<file path="config.mk">
export PLATFORM = sky130hd
export DESIGN_NAME = sum_stream
export DESIGN_NICKNAME = d
export VERILOG_FILES = /design/src/rtl/sum_stream_pkg.sv /design/src/rtl/sum_stream_sat_add.sv /design/src/rtl/sum_stream.sv
export SDC_FILE = /design/constraint.sdc
export NUM_CORES = 1
export LEC_CHECK = 0
export CAP_MARGIN = 20
export CELL_PAD_IN_SITES_DETAIL_PLACEMENT = 0
export CELL_PAD_IN_SITES_GLOBAL_PLACEMENT = 1
export CORE_MARGIN = 3
export CORE_UTILIZATION = 38
export CTS_CLUSTER_DIAMETER = 40
export DETAILED_ROUTE_END_ITERATION = 6
export MAX_ROUTING_LAYER = met4
export PLACE_DENSITY = 0.83
export SETUP_SLACK_MARGIN = 0.5
export SYNTH_ARGS = -nofsm -noshare
export SYNTH_HDL_FRONTEND = slang
export SYNTH_HIERARCHICAL = 1
export SYNTH_SLANG_ARGS = --single-unit
</file>
<file path="constraint.sdc">
create_clock -name ck -period 3.93 [get_ports ck]
set_input_delay 0.393 -clock ck [delete_from_list [all_inputs] [get_ports ck]]
set_output_delay 0.393 -clock ck [all_outputs]
set_load 0.01 [all_outputs]
</file>
<file path="src/rtl/sum_stream_pkg.sv">
// sum_stream_pkg
//   Shared types for the sum_stream block: FSM state encoding and the
//   latched operation mode encoding.
package sum_stream_pkg;

   typedef enum logic [1:0] {
      IDLE = 2'b00,
      RUN  = 2'b01,
      DONE = 2'b10
   } state_t;

   // Mode 2'b11 is folded into ADD when latched, so it never appears here.
   typedef enum logic [1:0] {
      ADD   = 2'b00,
      MAX   = 2'b01,
      COUNT = 2'b10
   } mode_t;

   function automatic mode_t decode_mode(input logic [1:0] m);
      mode_t d;
      case (m)
         2'b01:   d = MAX;
         2'b10:   d = COUNT;
         default: d = ADD;
      endcase
      return d;
   endfunction

endpackage

</file>
<file path="src/rtl/sum_stream_sat_add.sv">
// sat_add
//   Unsigned saturating adder. The sum clamps to all-ones when the true
//   result does not fit in W bits; ovf flags that this happened.
// Ports:
//   a, b  : W-bit unsigned operands
//   sum   : saturated W-bit sum
//   ovf   : 1 when the unsaturated sum exceeded 2^W-1
module sat_add #(
   parameter int unsigned W = 12
) (
   input  logic [W-1:0] a,
   input  logic [W-1:0] b,
   output logic [W-1:0] sum,
   output logic         ovf
);

   logic [W:0] full;

   always_comb begin
      full = {1'b0, a} + {1'b0, b};
      ovf  = full[W];
      sum  = full[W] ? '1 : full[W-1:0];
   end

endmodule

</file>
<file path="src/rtl/sum_stream.sv">
// sum_stream
//   Consumes a stream of unsigned samples after a start request and reduces
//   them (saturating sum, maximum, or sample count) until a terminator value
//   arrives or MAX_TERMS samples have been taken, then pulses done.
// Ports:
//   ck     : clock, rising edge
//   reset  : asynchronous active-high reset
//   go_l   : active-low start, honoured only in IDLE
//   mode   : 00 ADD, 01 MAX, 10 COUNT, 11 ADD; latched at start
//   inA    : sample stream, one per cycle while running
//   done   : one-cycle pulse when result/count/ovf/trunc are final
//   result : reduced value, held until the next start
//   count  : number of non-terminator samples consumed
//   ovf    : sticky saturation flag for the current run (ADD)
//   trunc  : run ended by hitting MAX_TERMS rather than the terminator
module sum_stream
   import sum_stream_pkg::*;
#(
   parameter  int unsigned      WIDTH     = 8,
   parameter  int unsigned      ACC_W     = 12,
   parameter  int unsigned      MAX_TERMS = 15,
   parameter  logic [WIDTH-1:0] TERM      = '0,
   localparam int unsigned      CNT_W     = $clog2(MAX_TERMS + 1)
) (
   input  logic             ck,
   input  logic             reset,
   input  logic             go_l,
   input  logic [1:0]       mode,
   input  logic [WIDTH-1:0] inA,
   output logic             done,
   output logic [ACC_W-1:0] result,
   output logic [CNT_W-1:0] count,
   output logic             ovf,
   output logic             trunc
);

   state_t           state_q, state_d;
   mode_t            mode_q, mode_d;
   logic [ACC_W-1:0] result_d;
   logic [CNT_W-1:0] count_d;
   logic             ovf_d, trunc_d, done_d;

   logic [ACC_W-1:0] sample_ext;
   logic [CNT_W-1:0] count_inc;
   logic [ACC_W-1:0] add_sum;
   logic             add_ovf;

   assign sample_ext = ACC_W'(inA);
   assign count_inc  = count + CNT_W'(1);

   sat_add #(.W(ACC_W)) u_sat_add (
      .a   (result),
      .b   (sample_ext),
      .sum (add_sum),
      .ovf (add_ovf)
   );

   always_ff @(posedge ck or posedge reset) begin
      if (reset) begin
         state_q <= IDLE;
         mode_q  <= ADD;
         result  <= '0;
         count   <= '0;
         ovf     <= 1'b0;
         trunc   <= 1'b0;
         done    <= 1'b0;
      end else begin
         state_q <= state_d;
         mode_q  <= mode_d;
         result  <= result_d;
         count   <= count_d;
         ovf     <= ovf_d;
         trunc   <= trunc_d;
         done    <= done_d;
      end
   end

   always_comb begin
      state_d  = state_q;
      mode_d   = mode_q;
      result_d = result;
      count_d  = count;
      ovf_d    = ovf;
      trunc_d  = trunc;
      done_d   = 1'b0;

      case (state_q)
         IDLE: begin
            if (!go_l) begin
               state_d  = RUN;
               mode_d   = decode_mode(mode);
               result_d = '0;
               count_d  = '0;
               ovf_d    = 1'b0;
               trunc_d  = 1'b0;
            end
         end

         RUN: begin
            if (inA == TERM) begin
               state_d = DONE;
               done_d  = 1'b1;
            end else begin
               count_d = count_inc;
               case (mode_q)
                  MAX:     result_d = (sample_ext > result) ? sample_ext : result;
                  COUNT:   result_d = ACC_W'(count_inc);
                  default: begin
                     result_d = add_sum;
                     ovf_d    = ovf | add_ovf;
                  end
               endcase
               // The sample that reaches the limit is still accumulated.
               if (count_inc == CNT_W'(MAX_TERMS)) begin
                  trunc_d = 1'b1;
                  state_d = DONE;
                  done_d  = 1'b1;
               end
            end
         end

         DONE: begin
            state_d = IDLE;
         end

         default: begin
            state_d = IDLE;
         end
      endcase
   end

endmodule

</file>
==> metrics.txt <==
DR WL/cell about 15 um; Vert. Die Dim 80.00 um; largest family of logic cells by synthesized area compound AO/OA/AOI/OAI gates; nets between 200 and 300; register area share after synthesis 27.66%; Mapped Cells about 230; R2R setup slack 0.99 ns; Async S/R FF share, synth between 90% and 100%; clk_lat worst skew ~0.26 ns; Die X 80.00 um; Max-cap violations 0; CORE AREA 0.005205 mm2; mapped cell area about 0.0021 mm2; gpl congestion 0.8107; Synth cell types 48; first-pass GRT wire length 8252 um; Synth area leaders dfrtp_1 (28%), ha_1 (14%), a21oi_1 (4.1%); PnR Total Power roughly 2.3 mW; Top Ports 32; achievable clock frequency 0.3178 GHz; final worst slack 0.7829 ns; RSZ-0062 raised after global routing no; Pint 1.255 mW; First-pass DRT Iterations 4; YS warnings 6; min cycle time layout around 3.1 ns; Num Clock Sinks 23; synthesized flop and latch total 23; ant diodes 0; Hold Crit Class reg2reg; Avg Cell Area, Syn approximately 9 um2; endpoints failing setup 0; CTS Buf Count 3; post-route setup TNS 0 ns; Clk pin slew, worst setup/hold paths 0.09 ns; endpoint class of the critical path flip-flop; antenna viol nets, final 0; Pins Over Slew Limit 0; hpwl dp 3763 um; TritonCTS clock tree yes; DR vias 1,741; power density over the cells 916.6 mW/mm2; CP max FO 9; Psw 1.030 mW; share of the synthesized area in the top cell type 27.66%; path depth of the worst reg2reg path 11; maximum VDD drop approximately 300 uV; hold_buf cts 0; number of synthesized flops with an enable pin 0; die outline area 0.006399 mm2; CTS Root Buffer Type clkbuf_8; Worst Tran Pin Value between 0.9 and 1 ns; biggest area consumer among synthesized cells dfrtp_1; Critical Path RT between 4 and 5 ns; Initial Util 39.98%; Slew Limit Headroom 38.08%; Post-route DRC 0; cts repair resizes 0; CP arrival between 3 and 4 ns; Worst setup SP type primary input; Total GRT Usage between 10% and 20%; ratio of cells with drive above 1 in the final layout 11.20%; Switching Fraction 45.08%; clock tree buffer depth 2; Final Hold Fails 0; Via-to-Cell Ratio 5.292; kind of critical path in2reg; status finished clean; Post-synth top flop dfrtp_1; Gate power share 73.1%; Placement Rows 26; Seq pwr share approximately a fifth; period utilisation layout 80.08%; largest net degree at the start of global routing 24; initial antenna violation count 0; drt first-iter violations 88; vias in the first global route between 1,500 and 2,000; Placed Cells 325; routed wire length 4793 um; area grow syn2layout 19.84%; Setup Fix Bufs, Post-CTS 0; Post-Synth XOR/XNOR Area 4.209%; worst slack at placement just under 0.5 ns; IO buf count 31; Clk pwr share 6.7%; final clock skew 0.003358 ns; H-tree depth 1; Synth Area in Simple Gates approximately 17%; mux cell area share after synthesis 7.096%; leakage power between 1 and 1.5 nW; compound-cell area share of the yosys netlist 22.67%; Post-Layout Cell Count about 330; fraction of the mapped netlist area in adder cells 15.39%; grt ovf 0; Hold Path Stages 2
area by class of cell:
class                           count  area, um2
Fill cell                         518       2711
Tap cell                           70      87.58
Sequential cell                    23      575.6
Timing Repair Buffer               32      317.8
Multi-Input combinational cell    181       1395
Clock inverter                      1      5.005
Clock buffer                        3      41.29
Inverter                           19      71.32
kinds of logic (layout without fill, tap and decap cells):
group | count (synthesis) | after routing
flip-flops | 23 | 23
adder cells (fa/ha/maj) | 25 | 25
multiplexers | 12 | 12
XOR/XNOR | 10 | 10
AND/OR/NAND/NOR | 66 | 66
AO/OA/AOI/OAI | 64 | 64
other | 1 | 4
buffers and inverters | 24 | 55
flip-flops by register name, summed over array words and instances, names as in the netlist:
register  count
done          1
result       12
state_q       2
ovf           1
count         4
mode_q        2
trunc         1
power by group through the flow:
| stage | clock network [mW] | logic (mW) | registers (mW) |
|---|---|---|---|
| 2_1_floorplan | 0 | 1.27 | 0.483 |
| 3_3_place_gp | 0 | 1.64 | 0.467 |
| 3_5_place_dp | 0 | 1.66 | 0.470 |
| 4_1_cts | 0.159 | 1.67 | 0.465 |
| 5_1_grt | 0.167 | 1.87 | 0.486 |
| 6_report | 0.152 | 1.67 | 0.463 |
cell usage in the layout (no fill, tap or decap), types with 2 or more instances in the layout:
master,Yosys,final
clkdlybuf4s50_1,0,31
ha_1,24,24
dfrtp_1,23,23
inv_1,18,18
nand2_1,17,17
a21oi_1,17,17
o21ai_0,10,10
nand2_2,9,9
and3_1,8,8
nor2_1,6,6
xnor2_1,6,6
a21o_1,6,6
nor2b_1,5,5
o211ai_1,5,5
mux2_4,5,5
mux2i_1,5,5
a22o_1,5,5
nand3_1,4,4
a31oi_1,4,4
xor2_1,4,4
conb_1,1,4
nand2b_1,3,3
nor4_1,3,3
a221oi_1,3,3
nor3_1,3,3
clkbuf_8,0,3
o21ai_2,2,2
nand4_1,2,2
nand3b_1,2,2
mux2_1,2,2
o31ai_1,2,2
cell usage after synthesis (2+ instances only):
| library cell | n |
|---|---|
| buf_6 | 2 |
| a21oi_1 | 17 |
| nor2b_1 | 5 |
| dfrtp_1 | 23 |
| xor2_1 | 4 |
| nor2_1 | 6 |
| mux2_1 | 2 |
| mux2_4 | 5 |
| xnor2_1 | 6 |
| a221oi_1 | 3 |
| a31oi_1 | 4 |
| nand2_1 | 17 |
| nor3_1 | 3 |
| and3_1 | 8 |
| nand3b_1 | 2 |
| a22o_1 | 5 |
| nand2_2 | 9 |
| o21ai_2 | 2 |
| mux2i_1 | 5 |
| o21ai_0 | 10 |
| nor4_1 | 3 |
| o211ai_1 | 5 |
| a21o_1 | 6 |
| nand4_1 | 2 |
| inv_1 | 18 |
| nand2b_1 | 3 |
| clkbuf_1 | 2 |
| ha_1 | 24 |
| nand3_1 | 4 |
| o31ai_1 | 2 |
final timing paths:
check                                       from                      to
setup / recovery                          inA[0]   result[3]$_DFFE_PP0P_
hold / removal                 trunc$_DFFE_PP0P_       trunc$_DFFE_PP0P_
setup reg to reg           result[0]$_DFFE_PP0P_   result[3]$_DFFE_PP0P_
hold reg to reg                trunc$_DFFE_PP0P_       trunc$_DFFE_PP0P_
max in group asynchronous                  reset  result[11]$_DFFE_PP0P_
min in group asynchronous                  reset   mode_q[1]$_DFFE_PP0P_
per-layer routing:
layer | global-route usage, % | vias up | routed length [um]
met5 | - | - | 0
met4 | 3.716 | 0 | 34
met2 | 24.83 | 41 | 2135
met3 | 3.047 | 2 | 218
met1 | 23.75 | 817 | 2405
li1 | - | 881 | -
per-stage QoR:
step / utilization [%] / hold slack, ns / area [um2]
3_3_place_gp: 47.02 / 0.5024 / 2447
5_1_grt: 47.91 / 0.5715 / 2494
6_report: 47.91 / 0.5218 / 2494
2_1_floorplan: - / 0.3949 / 2092
3_5_place_dp: 47.02 / 0.5084 / 2447
4_1_cts: 47.91 / 0.5258 / 2494
critical path: stages:
cell             delay [ns]
clkdlybuf4s50_1        0.49
ha_1                   0.26
fa_1                   0.41
a21o_1                 0.22
a221oi_2               0.34
o21ai_2                0.15
a21boi_2               0.27
buf_4                  0.25
nand2_2                0.05
nor2b_1                0.11
nor3_1                 0.05
mux2_1                 0.30
(Power assumes the default switching activity.)
==> edit, RTL diff (config.mk and constraints unchanged) <==
The parameter `WIDTH` goes from 8 to 7.
--- a/src/rtl/sum_stream.sv
+++ b/src/rtl/sum_stream.sv
@@ -17,5 +17,5 @@
    import sum_stream_pkg::*;
 #(
-   parameter  int unsigned      WIDTH     = 8,
+   parameter  int unsigned      WIDTH     = 7,
    parameter  int unsigned      ACC_W     = 12,
    parameter  int unsigned      MAX_TERMS = 15,
Interface: changed (resized inA); port bits go from 32 to 31. The function was not compared with the original's and may differ.
==> edit against the original RTL <==
  * Via count fell by 4.1%
  * Highest routed layer unchanged
  * Largest power group unchanged
  * Synthesized area fell by 0.78%
  * Cell area fell by 0.15%
  * Sequential cell count did not move
  * Non-clock buffer count fell by 1
  * Largest cell class unchanged
  * Clock skew rose by 0.0028 ns
  * Setup slack improved by 0.12 ns
  * Hold slack got worse by 0.013 ns
  * Synthesized cell count fell by 2.7%
  * Wire length fell by 2.7%
  * Critical path type unchanged
  * Power fell by 7.7%
  * Combinational power fell by 11%
==> edit: results (changes against the original RTL) <==
R2R Path End: result[0]
Comb power: 1.49 mW (-11%)
top cells by count, synth: 23 x dfrtp_1, 23 x ha_1, 15 x inv_1, 15 x nand2_1, 11 x a21oi_1
r2r setup slk: 1.14 ns (+0.15 ns)
DR WL met3: 114 um (-48%)
final cell utilization of the core: 48.14% (+0.23 points)
PostCTS Resize Cnt: 0 (unchanged)
DRT iter0 DRCs: 62 (-30%)
Peak VDD IR: 0.3636 mV (+19%)
dpl ws: 0.6342 ns (+0.1382 ns)
M2 GR Usage: 22.87% (-2.0 points)
Final GP Congestion: 0.8229 (+1.5%)
Gate Count Post-Synth: 219 (-2.7%)
relative slew slack: 40.81% (+2.7 points)
largest cells by area after synthesis: dfrtp_1 28%, ha_1 14%, mux2_4 3.6%
GRT met3 Usage: 1.693% (-1.4 points)
combinational power share: 70.8% (-2.3 points)
layout cell share with drive strength beyond 1: 13.44% (+2.2 points)
Post-DP HPWL: 3599 um (-4.4%)
aggregate global-route resource usage: 16.13% (-0.63 points)
Cells after DPL: 319 (-1.8%)
Net Sw Frac: 44.46% (-0.62 points)
Vias: 1670 (-4.1%)
Yosys cell types: 51 (+6.3%)
Fillers: 502 (-3.1%)
WP data arrival: 3.19 ns (-0.11 ns)
DP Area: 2441 um2 (-0.26%)
Final Skew: 0.006109 ns (+0.002751 ns)
Routed met2 length: 1939 um (-9.2%)
first-pass GRT wire length: 7776 um (-5.8%)
outcome: completed
Port Buf Inserts: 30 (-3.2%)
Static Leak: 1.167 nW (+1.8%)
WL final: 4662 um (-2.7%)
vias in the first global route: 1545 (-8.1%)
-- edit: cell types whose count changed in the layout (fill, tap and decap cells not counted), sizes merged, moves of 3 or more --
cell and delta:
a21oi -5, nor2 +4, o211ai -4, inv -3
-- edit: critical path, stage by stage --
cell and delay (ns):
clkdlybuf4s50_1 0.51, ha_1 0.28, fa_1 0.41, a21o_1 0.22, a221oi_2 0.35, o21ai_2 0.14, a21boi_2 0.15, buf_4 0.23
nand2b_1 0.08, nor2b_1 0.11, nor3_1 0.06, mux2_4 0.25
-- edit: cells by family (layout without fill, tap and decap cells) --
kind of cell | Yosys count | count (layout) | share of synthesized area (%)
adder cells (fa/ha/maj) | 24 | 24 | 14.91
multiplexers | 11 | 11 | 6.667
other | 1 | 5 | 0.1816
AO/OA/AOI/OAI | 61 | 61 | 21.63
buffers and inverters | 21 | 51 | 4.545
AND/OR/NAND/NOR | 67 | 67 | 19.51
XOR/XNOR | 11 | 11 | 4.667
flip-flops | 23 | 23 | 27.88
-- edit: area by class of cell --
| class | count | area share [%] |
|---|---|---|
| tap | 70 | 3.518 |
| clock buffer | 3 | 1.658 |
| inverter | 16 | 2.412 |
| timing repair buffer | 31 | 12.36 |
| multi-input combinational | 179 | 56.63 |
| sequential | 23 | 23.12 |
| clock inverter | 1 | 0.3015 |
-- edit: worst max-delay path by stage --
stage | start | endpoint | slack [ns] | cells after the start
after floorplan | result[0] | result[3] | 1.29 | 11
after global placement | inA[0] | result[0] | 0.68 | 12
after detailed placement | inA[0] | result[0] | 0.63 | 12
after CTS | inA[0] | result[0] | 0.91 | 12
after global routing | inA[0] | result[0] | 0.73 | 12
final | inA[0] | result[0] | 0.90 | 12
